### config.mk
export PLATFORM = sky130hd
export DESIGN_NAME = control_unit
export DESIGN_NICKNAME = d
export VERILOG_FILES = /design/src/rtl/control_unit.sv
export SDC_FILE = /design/constraint.sdc
export NUM_CORES = 1
export LEC_CHECK = 0
export CORE_UTILIZATION = 47
export CTS_CLUSTER_SIZE = 40
export DETAILED_ROUTE_END_ITERATION = 8
export GPL_TIMING_DRIVEN = 0
export PLACE_DENSITY = 0.83
export REMOVE_ABC_BUFFERS = 1
export SLEW_MARGIN = 20
export SYNTH_ARGS = -nofsm -noshare
export SYNTH_HDL_FRONTEND = slang
export SYNTH_SLANG_ARGS = --single-unit
export TNS_END_PERCENT = 5
### constraint.sdc
create_clock -name clk -period 3.7 [get_ports clk]
set_input_delay 0.555 -clock clk [delete_from_list [all_inputs] [get_ports clk]]
set_output_delay 0.555 -clock clk [all_outputs]
set_load 0.01 [all_outputs]
### src/rtl/control_unit.sv
// Control unit for a single-cycle RV32I-subset core.
//
// Holds the program counter and a sticky illegal/halt flag; everything else is
// a combinational decode of the instruction word fetched at pc.
//
// Ports:
//   clk        rising-edge clock
//   reset      asynchronous active-low reset (0 = in reset)
//   instr      instruction word at pc
//   alu_zero   ALU result == 0 for the current instruction (branch condition)
//   pc         current program counter / instruction-memory address
//   pc_plus4   pc + 4, link value for JAL
//   rs1/rs2/rd register indices taken straight from the instruction fields
//   imm        sign-extended immediate selected by opcode
//   alu_src    0 = rs2 data, 1 = imm as ALU operand B
//   alu_ctrl   ADD=0 SUB=1 AND=2 OR=3 XOR=4 SLT=5 SLL=6 SRL=7 SRA=8
//   reg_write  register-file write enable
//   mem_read   data-memory read enable
//   mem_write  data-memory write enable
//   wb_sel     00 ALU, 01 memory, 10 pc_plus4, 11 imm
//   illegal    sticky illegal-instruction / halted flag
module control_unit #(
  parameter logic [31:0] RESET_PC = 32'h0000_0000,
  parameter int unsigned XLEN     = 32
) (
  input  logic            clk,
  input  logic            reset,
  input  logic [XLEN-1:0] instr,
  input  logic            alu_zero,
  output logic [XLEN-1:0] pc,
  output logic [XLEN-1:0] pc_plus4,
  output logic [4:0]      rs1,
  output logic [4:0]      rs2,
  output logic [4:0]      rd,
  output logic [XLEN-1:0] imm,
  output logic            alu_src,
  output logic [3:0]      alu_ctrl,
  output logic            reg_write,
  output logic            mem_read,
  output logic            mem_write,
  output logic [1:0]      wb_sel,
  output logic            illegal
);

  localparam logic [6:0] OpRType  = 7'b0110011;
  localparam logic [6:0] OpIAlu   = 7'b0010011;
  localparam logic [6:0] OpLoad   = 7'b0000011;
  localparam logic [6:0] OpStore  = 7'b0100011;
  localparam logic [6:0] OpBranch = 7'b1100011;
  localparam logic [6:0] OpJal    = 7'b1101111;
  localparam logic [6:0] OpLui    = 7'b0110111;

  localparam logic [3:0] AluAdd = 4'd0;
  localparam logic [3:0] AluSub = 4'd1;
  localparam logic [3:0] AluAnd = 4'd2;
  localparam logic [3:0] AluOr  = 4'd3;
  localparam logic [3:0] AluXor = 4'd4;
  localparam logic [3:0] AluSlt = 4'd5;
  localparam logic [3:0] AluSll = 4'd6;
  localparam logic [3:0] AluSrl = 4'd7;
  localparam logic [3:0] AluSra = 4'd8;

  localparam logic [1:0] WbAlu = 2'b00;
  localparam logic [1:0] WbMem = 2'b01;
  localparam logic [1:0] WbPc4 = 2'b10;
  localparam logic [1:0] WbImm = 2'b11;

  localparam logic [6:0] F7Base = 7'b0000000;
  localparam logic [6:0] F7Alt  = 7'b0100000;

  logic [XLEN-1:0] pc_q, pc_d;
  logic            illegal_q, illegal_d;

  logic [6:0] opcode;
  logic [2:0] funct3;
  logic [6:0] funct7;

  logic [XLEN-1:0] imm_i, imm_s, imm_b, imm_j, imm_u, imm_sh;
  logic [XLEN-1:0] imm_dec, next_pc, pc_inc;
  logic [3:0]      alu_dec;
  logic [1:0]      wb_dec;
  logic            src_dec, rw_dec, mr_dec, mw_dec;
  logic            dec_illegal, is_beq, is_bne, is_jal, take_target;

  assign opcode = instr[6:0];
  assign funct3 = instr[14:12];
  assign funct7 = instr[31:25];

  assign imm_i  = {{(XLEN-12){instr[31]}}, instr[31:20]};
  assign imm_s  = {{(XLEN-12){instr[31]}}, instr[31:25], instr[11:7]};
  assign imm_b  = {{(XLEN-13){instr[31]}}, instr[31], instr[7], instr[30:25], instr[11:8], 1'b0};
  assign imm_j  = {{(XLEN-21){instr[31]}}, instr[31], instr[19:12], instr[20], instr[30:21],
                   1'b0};
  assign imm_u  = {instr[31:12], 12'b0};
  // Shift-immediate forms hand the ALU a clean shamt rather than the raw I field.
  assign imm_sh = {{(XLEN-5){1'b0}}, instr[24:20]};

  always_comb begin
    alu_dec     = AluAdd;
    src_dec     = 1'b0;
    wb_dec      = WbAlu;
    rw_dec      = 1'b0;
    mr_dec      = 1'b0;
    mw_dec      = 1'b0;
    imm_dec     = '0;
    dec_illegal = 1'b0;
    is_beq      = 1'b0;
    is_bne      = 1'b0;
    is_jal      = 1'b0;

    case (opcode)
      OpRType: begin
        rw_dec = 1'b1;
        if (funct7 == F7Base) begin
          case (funct3)
            3'b000:  alu_dec = AluAdd;
            3'b001:  alu_dec = AluSll;
            3'b010:  alu_dec = AluSlt;
            3'b100:  alu_dec = AluXor;
            3'b101:  alu_dec = AluSrl;
            3'b110:  alu_dec = AluOr;
            3'b111:  alu_dec = AluAnd;
            default: dec_illegal = 1'b1;
          endcase
        end else if (funct7 == F7Alt && funct3 == 3'b000) begin
          alu_dec = AluSub;
        end else if (funct7 == F7Alt && funct3 == 3'b101) begin
          alu_dec = AluSra;
        end else begin
          dec_illegal = 1'b1;
        end
      end
      OpIAlu: begin
        rw_dec  = 1'b1;
        src_dec = 1'b1;
        imm_dec = imm_i;
        case (funct3)
          3'b000: alu_dec = AluAdd;
          3'b010: alu_dec = AluSlt;
          3'b100: alu_dec = AluXor;
          3'b110: alu_dec = AluOr;
          3'b111: alu_dec = AluAnd;
          3'b001: begin
            alu_dec     = AluSll;
            imm_dec     = imm_sh;
            dec_illegal = (funct7 != F7Base);
          end
          3'b101: begin
            alu_dec     = (funct7 == F7Alt) ? AluSra : AluSrl;
            imm_dec     = imm_sh;
            dec_illegal = (funct7 != F7Base) && (funct7 != F7Alt);
          end
          default: dec_illegal = 1'b1;
        endcase
      end
      OpLoad: begin
        src_dec     = 1'b1;
        imm_dec     = imm_i;
        mr_dec      = 1'b1;
        rw_dec      = 1'b1;
        wb_dec      = WbMem;
        dec_illegal = (funct3 != 3'b010);
      end
      OpStore: begin
        src_dec     = 1'b1;
        imm_dec     = imm_s;
        mw_dec      = 1'b1;
        dec_illegal = (funct3 != 3'b010);
      end
      OpBranch: begin
        alu_dec     = AluSub;
        imm_dec     = imm_b;
        is_beq      = (funct3 == 3'b000);
        is_bne      = (funct3 == 3'b001);
        dec_illegal = !(is_beq || is_bne);
      end
      OpJal: begin
        rw_dec  = 1'b1;
        wb_dec  = WbPc4;
        imm_dec = imm_j;
        is_jal  = 1'b1;
      end
      OpLui: begin
        rw_dec  = 1'b1;
        wb_dec  = WbImm;
        imm_dec = imm_u;
      end
      default: dec_illegal = 1'b1;
    endcase

    // An illegal word drives nothing: all enables off, fields back to defaults.
    if (dec_illegal) begin
      alu_dec = AluAdd;
      src_dec = 1'b0;
      wb_dec  = WbAlu;
      rw_dec  = 1'b0;
      mr_dec  = 1'b0;
      mw_dec  = 1'b0;
      imm_dec = '0;
      is_beq  = 1'b0;
      is_bne  = 1'b0;
      is_jal  = 1'b0;
    end
  end

  assign pc_inc      = pc_q + 32'd4;
  assign take_target = (is_beq & alu_zero) | (is_bne & ~alu_zero) | is_jal;

  always_comb begin
    next_pc   = take_target ? (pc_q + imm_dec) : pc_inc;
    // Halted, or about to halt: the pc stays on the offending instruction.
    pc_d      = (illegal_q || dec_illegal) ? pc_q : next_pc;
    illegal_d = illegal_q | dec_illegal;
  end

  always_ff @(posedge clk or negedge reset) begin
    if (!reset) begin
      pc_q      <= RESET_PC;
      illegal_q <= 1'b0;
    end else begin
      pc_q      <= pc_d;
      illegal_q <= illegal_d;
    end
  end

  assign pc        = pc_q;
  assign pc_plus4  = pc_inc;
  assign rs1       = instr[19:15];
  assign rs2       = instr[24:20];
  assign rd        = instr[11:7];
  assign imm       = imm_dec;
  assign alu_src   = src_dec;
  assign alu_ctrl  = alu_dec;
  assign wb_sel    = wb_dec;
  assign reg_write = rw_dec & ~illegal_q;
  assign mem_read  = mr_dec & ~illegal_q;
  assign mem_write = mw_dec & ~illegal_q;
  assign illegal   = illegal_q;

endmodule

==> impl_metrics.py, run 1 <==
metrics = {
    "global_routing": {
        "grt_overflow": 0,
        "grt_max_degree": 30,
        "antenna_found_initial": 0,
        "grt_pass1_vias": 5547,
        "grt_usage_pct": 35.3,
        "grt_pass1_wl_um": 27800,
    },
    "job": {
        "drv_cap": 0,
    },
    "pwr": {
        "power_density_nw_per_um2": 137,
        "ir_worst_vdd_v": 0.000134,
        "leakagePower_nw": 3.31,
    },
    "logic_synthesis": {
        "synth-edff-count": 0,
        "ys_seq_area_share_pct": 18.6,
        "synth_area_per_cell_um2": 7.18,
        "ys_warn_count": 0,
        "synth-seq-cells": 33,
        "synthFlopType": "dfrtp_1",
        "async_reset_ff_share_pct": 100,
        "syn-cell-area_um2": 4440,
        "synth.distinct_cells": 60,
        "syn-instance-count": 618,
    },
    "place": {
        "place_congestion": 0.961,
        "portBuffers": 156,
        "place_area_um2": 5990,
        "dp_hpwl_um": 11900,
    },
    "sta": {
        "finalSetupViolations": 45,
        "maxSlewHeadroom_pct": 30.0,
        "fin_crit_ns": 5.02,
        "worstMarginPinSlew_ns": 1.05,
        "skew_ns": 0.0119,
        "whs_ns": 0.158,
        "fin_crit_sh_pct": 136,
        "fmax_mhz": 199,
        "hold_viol": 0,
        "grt_setup_unrepaired": "yes",
        "worst_slack_ns": -1.32,
        "slew_viol_final": 0,
    },
    "routing": {
        "drc": 0,
        "met1_length_um": 7170,
        "ant_nets": 0,
        "vias_per_cell": 6.43,
        "wl_met3_um": 1580,
        "wire_per_inst_um": 20.6,
        "drt_iter0_markers": 503,
        "met2_length_um": 8970,
        "top_layer": "met4",
        "wl_um": 18500,
        "dr.pass1.iters": 7,
        "vias": 5749,
    },
    "setup_path": {
        "cp_top_family": "compound AO/OA/AOI/OAI gates",
        "crit_required_ns": 3.88,
        "cp.arrival_ns": 5.20,
        "cpPeakStageDelay_ns": 0.54,
        "critPathCaptureType": "flop",
        "cp_common_cell": "a2bb2oi_2",
        "path_depth": 20,
        "critPathKind": "input pin to flop",
        "cp_slowest_cell": "or4_4",
        "r2r_start": "pc[2]$_DFFE_PN0N_",
        "rrSetupSlack_ns": 0.47,
        "crit_end": "pc[30]$_DFFE_PN0N_",
        "worstSetupStartpoint": "instr[31]",
        "rr_endpoint": "pc[30]$_DFFE_PN0N_",
        "cp_num_buf_inv": 1,
        "rr_worst_depth": 11,
        "start_kind": "input pin",
        "worstPathCellList": "buf_8, or4_4, o311a_4, a2bb2oi_2, a211o_1, nor2b_4, or2_4, nor2_4, and2_4, ha_4, a21o_1, a21oi_4, a2bb2oi_2, a211oi_2, o31ai_2, o21ai_2, a221o_1, a311oi_2, xor2_1, a21oi_1",
        "path_max_fanout": 6,
    },
    "die": {
        "die-area_um2": 9830,
        "fp.dieH_um": 99.2,
        "core_area_um2": 9200,
        "ios": 157,
        "start_util_pct": 48.3,
        "chipWidth_um": 99.2,
        "rows": 35,
    },
    "status": {
        "violations": "negative setup slack",
        "run_status": "finished with violations",
    },
    "finish": {
        "area_growth_pct": 58.9,
        "final_nets": 850,
        "final_cell_area_um2": 7050,
        "drive_gt1_share_pct": 23.2,
        "antenna_cells": 0,
    },
    "clock_tree": {
        "clock_latency_ns": 0.30,
        "cts.clk_slew.worst_paths_ns": 0.08,
        "cts_tree": "done",
        "htree_levels": 2,
        "root_buffer": "clkbuf_8",
        "cts_inserted_buffers": 5,
        "cts.sinks": 33,
        "clockBufferDepth": 2,
    },
    "hold_path": {
        "holdCritPathClass": "input pin to async pin",
    },
}
-- metrics by stage --
stage / setup slack, ns / TNS, ns / total power [mW] / cells / util (%)
after global routing: -1.36 / -26.34 / 0.994 / 894 / 76.7
after floorplan: -1.57 / -24.50 / 0.440 / 571 / -
final: -1.32 / -22.83 / 0.969 / 894 / 76.7
after global placement: -2.74 / -104.41 / 0.561 / 838 / 63.9
after CTS: -0.908 / -23.22 / 0.948 / 881 / 73.3
after detailed placement: -2.97 / -104.58 / 0.569 / 842 / 65.1
-- power by group --
part,leakage (nW),switching [mW],internal [mW]
clock network,0.0585,0.157,0.220
registers,0.439,0.0130,0.366
logic,2.81,0.110,0.102
-- Yosys cell counts, types with 4 or more instances --
master,count,area [um^2]
a21oi_1,65,325
nor2_1,65,244
nand2_1,62,233
dfrtp_1,33,826
nand3_1,33,165
o21ai_0,33,165
a21o_1,32,240
ha_1,32,400
xnor2_1,31,272
xor2_1,27,236
clkbuf_1,24,90.1
buf_4,18,135
nor3_1,16,80.1
a31oi_1,15,93.8
inv_1,13,48.8
and2_1,11,68.8
nand2b_1,10,62.6
and3_1,9,56.3
a211oi_1,6,45.0
or2_2,6,37.5
a22oi_1,5,37.5
nand4_1,5,31.3
nor2b_1,5,31.3
o211ai_1,4,30.0
o31ai_1,4,30.0
-- cell type report --
class,count,area (um^2)
Clock buffer,7,86.3
Inverter,14,57.6
Sequential cell,33,831
Tap cell,111,139
Fill cell,594,2150
Clock inverter,1,30.0
Timing Repair Buffer,204,1970
Multi-Input combinational cell,524,3940
-- metal layers --
metal,vias up,global-route usage (%)
met5,-,0
met4,0,19.3
met3,84,4.71
met2,411,58.7
met1,2719,44.5
li1,2535,-
-- how the worst min path moves through the flow --
stage	start	to	slack [ns]	cells after the start
after floorplan	reset	illegal$_DFF_PN0_	0.26	0
after global placement	pc[1]$_DFFE_PN0P_	pc[1]$_DFFE_PN0P_	0.57	2
after detailed placement	reset	pc[26]$_DFFE_PN0N_	0.48	1
after CTS	reset	pc[27]$_DFFE_PN0N_	0.16	1
after global routing	reset	pc[27]$_DFFE_PN0N_	0.16	1
final	reset	pc[26]$_DFFE_PN0N_	0.16	1
-- logic make-up after synthesis --
group,share of synthesized area (%)
compound gates,27.7
xor+xnor,11.4
fa+ha+maj,9.47
buf+inv,7.08
flops,18.6
mux,0.507
simple gates,25.2
-- registers in the layout (all words and copies together) (netlist names) --
name / flops
pc: 32
illegal: 1
-- timing repair --
action                                  4_1_cts  5_1_grt
endpoints found under the setup margin       80       76
hold buffers                                  0        0
gates resized for setup                     119      103
buffers inserted                             31       13
pin swaps                                    35       29
-- placed cells by master, fill, tap and decap left out, types with 12 or more instances in the layout --
cell type and n:
xor2_1 27, a31oi_1 12, nor2_1 56, clkdlybuf4s50_1 114, buf_4 48, dlymetal6s2s_1 16
o21ai_0 18, dfrtp_1 29, ha_1 19, a21o_1 30, nand2_1 59, xnor2_1 30
nand3_1 31, ha_4 13, a21oi_1 48, o21ai_1 13
Power figures use the tool's default switching activity.
==> run 2: changes to the inputs <==
==> constraint.sdc (replaced) <==
create_clock -name clk -period 5.17 [get_ports clk]
set_input_delay 0.7755 -clock clk [delete_from_list [all_inputs] [get_ports clk]]
set_output_delay 0.7755 -clock clk [all_outputs]
set_load 0.01 [all_outputs]
==> run 2 against run 1 <==
The flow now finishes without violations. Sequential share of layout area rose by 0.59 points. Utilization fell by 4.1 points. Clock power fell by 28%. Combinational power fell by 33%. Cell area fell by 5.4%. Critical path depth fell by 2. Largest power group unchanged.
==> impl_metrics.py, run 2 (synthesis gave the netlist of run 1 again) <==
metrics = {
    "status": {
        "run_status": "complete, no violations",
    },
    "clock_tree": {
        "cts.clk_slew.worst_paths_ns": 0.08,
        "clockBufferDepth": 2,
        "htree_levels": 2,
        "cts_tree": "done",
        "cts_inserted_buffers": 5,
        "clock_latency_ns": 0.30,
        "cts.sinks": 33,
        "root_buffer": "clkbuf_8",
    },
    "finish": {
        "fin_cells": 877,
        "final_nets": 833,
        "multi_input_area_um2": 3710,
        "final_cell_area_um2": 6670,
        "ff_latch_area_um2": 826,
        "largest_reg_flops": 32,
        "area_growth_pct": 50.4,
        "drive_gt1_share_pct": 14.2,
        "antenna_cells": 0,
        "final_common_cell": "clkdlybuf4s50_1",
        "final_core_util_pct": 72.6,
        "layout_common_cells": "clkdlybuf4s50_1 (147), nand2_1 (61), nor2_1 (61)",
        "fill_cells": 673,
    },
    "die": {
        "die-area_um2": 9830,
        "ios": 157,
        "start_util_pct": 48.3,
        "rows": 35,
        "core_area_um2": 9200,
        "chipWidth_um": 99.2,
        "fp.dieH_um": 99.2,
    },
    "global_routing": {
        "grt_usage_pct": 32.4,
        "antenna_found_initial": 0,
        "grt_overflow": 0,
        "use_met1_pct": 42.4,
        "grt_max_degree": 30,
        "grt_pass1_vias": 5092,
        "grt_pass1_wl_um": 25500,
        "grtUsageMet3_pct": 4.15,
        "gr-usage-met2_pct": 52.8,
        "top_usage_layer": "met2",
    },
    "hold_path": {
        "holdCritPathClass": "input pin to async pin",
    },
    "place": {
        "dp_hpwl_um": 11900,
        "place_congestion": 0.961,
        "post-place-ws_ns": -1.73,
        "place_area_um2": 5990,
        "dp.cells": 842,
        "portBuffers": 156,
    },
    "routing": {
        "wire_per_inst_um": 19.4,
        "wl_um": 17100,
        "vias_per_cell": 6.35,
        "drc": 0,
        "ant_nets": 0,
        "drt_iter0_markers": 384,
        "dr.pass1.iters": 5,
        "vias": 5566,
    },
    "pwr": {
        "power_density_nw_per_um2": 102,
        "leakagePower_nw": 2.88,
        "ir_worst_vdd_v": 0.0000965,
        "fin_total_pwr_mw": 0.683,
    },
    "setup_path": {
        "r2r_start": "pc[2]$_DFFE_PN0N_",
        "worstSetupStartpoint": "instr[3]",
        "critPathKind": "input pin to flop",
        "start_kind": "input pin",
        "crit_required_ns": 5.35,
        "cp.arrival_ns": 5.29,
        "critPathCaptureType": "flop",
        "path_max_fanout": 7,
        "rr_worst_depth": 10,
    },
    "sta": {
        "slew_viol_final": 0,
        "worstMarginPinSlew_ns": 1.00,
        "worst_slack_ns": 0.0589,
        "skew_ns": 0.0138,
        "hold_viol": 0,
        "finalSetupViolations": 0,
        "whs_ns": 0.376,
        "fmax_mhz": 196,
        "fin_crit_ns": 5.11,
        "fin_crit_sh_pct": 98.9,
        "maxSlewHeadroom_pct": 33.1,
        "fin_setup_tns_ns": 0,
    },
    "job": {
        "drv_cap": 0,
    },
}
==> run 2: power by group <==
group | total (mW) | switching (mW) | internal (mW)
Combinational | 0.143 | 0.0734 | 0.0693
Sequential | 0.270 | 0.00849 | 0.262
Clock | 0.270 | 0.112 | 0.157
Total | 0.683 | 0.194 | 0.489
==> run 2: cell type report <==
class                      count  area share [%]
clock buffer                   7            1.29
clock inverter                 1           0.450
inverter                      14           0.788
multi-input combinational    524            55.6
sequential                    33            12.4
tap                          111            2.08
timing repair buffer         187            27.5
==> run 2: critical path: stages <==
cell	delay (ns)
clkdlybuf4s50_1	0.63
nor3_1	0.38
nand2b_1	0.19
nor2_1	0.31
or2_2	0.22
a22oi_1	0.12
nor2_1	0.26
ha_1	0.34
a21o_1	0.23
a21o_1	0.21
o21ai_4	0.20
a211oi_4	0.10
o31ai_4	0.29
o21ai_2	0.13
a221o_1	0.38
a311oi_2	0.23
xor2_1	0.18
a21oi_1	0.08
==> run 2: worst paths after layout <==
path	end	slack [ns]
worst max-delay path	pc[30]$_DFFE_PN0N_	0.06
worst min-delay path	pc[27]$_DFFE_PN0N_	0.38
worst max register to register	pc[31]$_DFFE_PN0N_	1.55
worst min register to register	pc[1]$_DFFE_PN0P_	0.62
max in group asynchronous	pc[8]$_DFFE_PN0N_	4.35
min in group clk	pc[1]$_DFFE_PN0P_	0.62
==> run 2: routing by layer <==
metal	wire length, um	part of all wire, %
met1	6680	39
met2	7950	47
met3	1560	9.2
met4	853	5.0
met5	0	0
==> run 2: timing repair <==
item | 4_1_cts | 5_1_grt
pin swaps | 10 | 25
setup buffers | 9 | 18
endpoints found under the setup margin | 45 | 11
hold buffers | 0 | 0
resized for setup | 45 | 50
==> run 3: changes to the inputs <==
--- a/config.mk
+++ b/config.mk
@@ -6,6 +6,7 @@
 export NUM_CORES = 1
 export LEC_CHECK = 0
 export CORE_UTILIZATION = 47
+export CTS_CLUSTER_DIAMETER = 80
 export CTS_CLUSTER_SIZE = 40
 export DETAILED_ROUTE_END_ITERATION = 8
 export GPL_TIMING_DRIVEN = 0
==> results of run 3 <==
Final layout, timing and power as in run 2 (identical DEF).
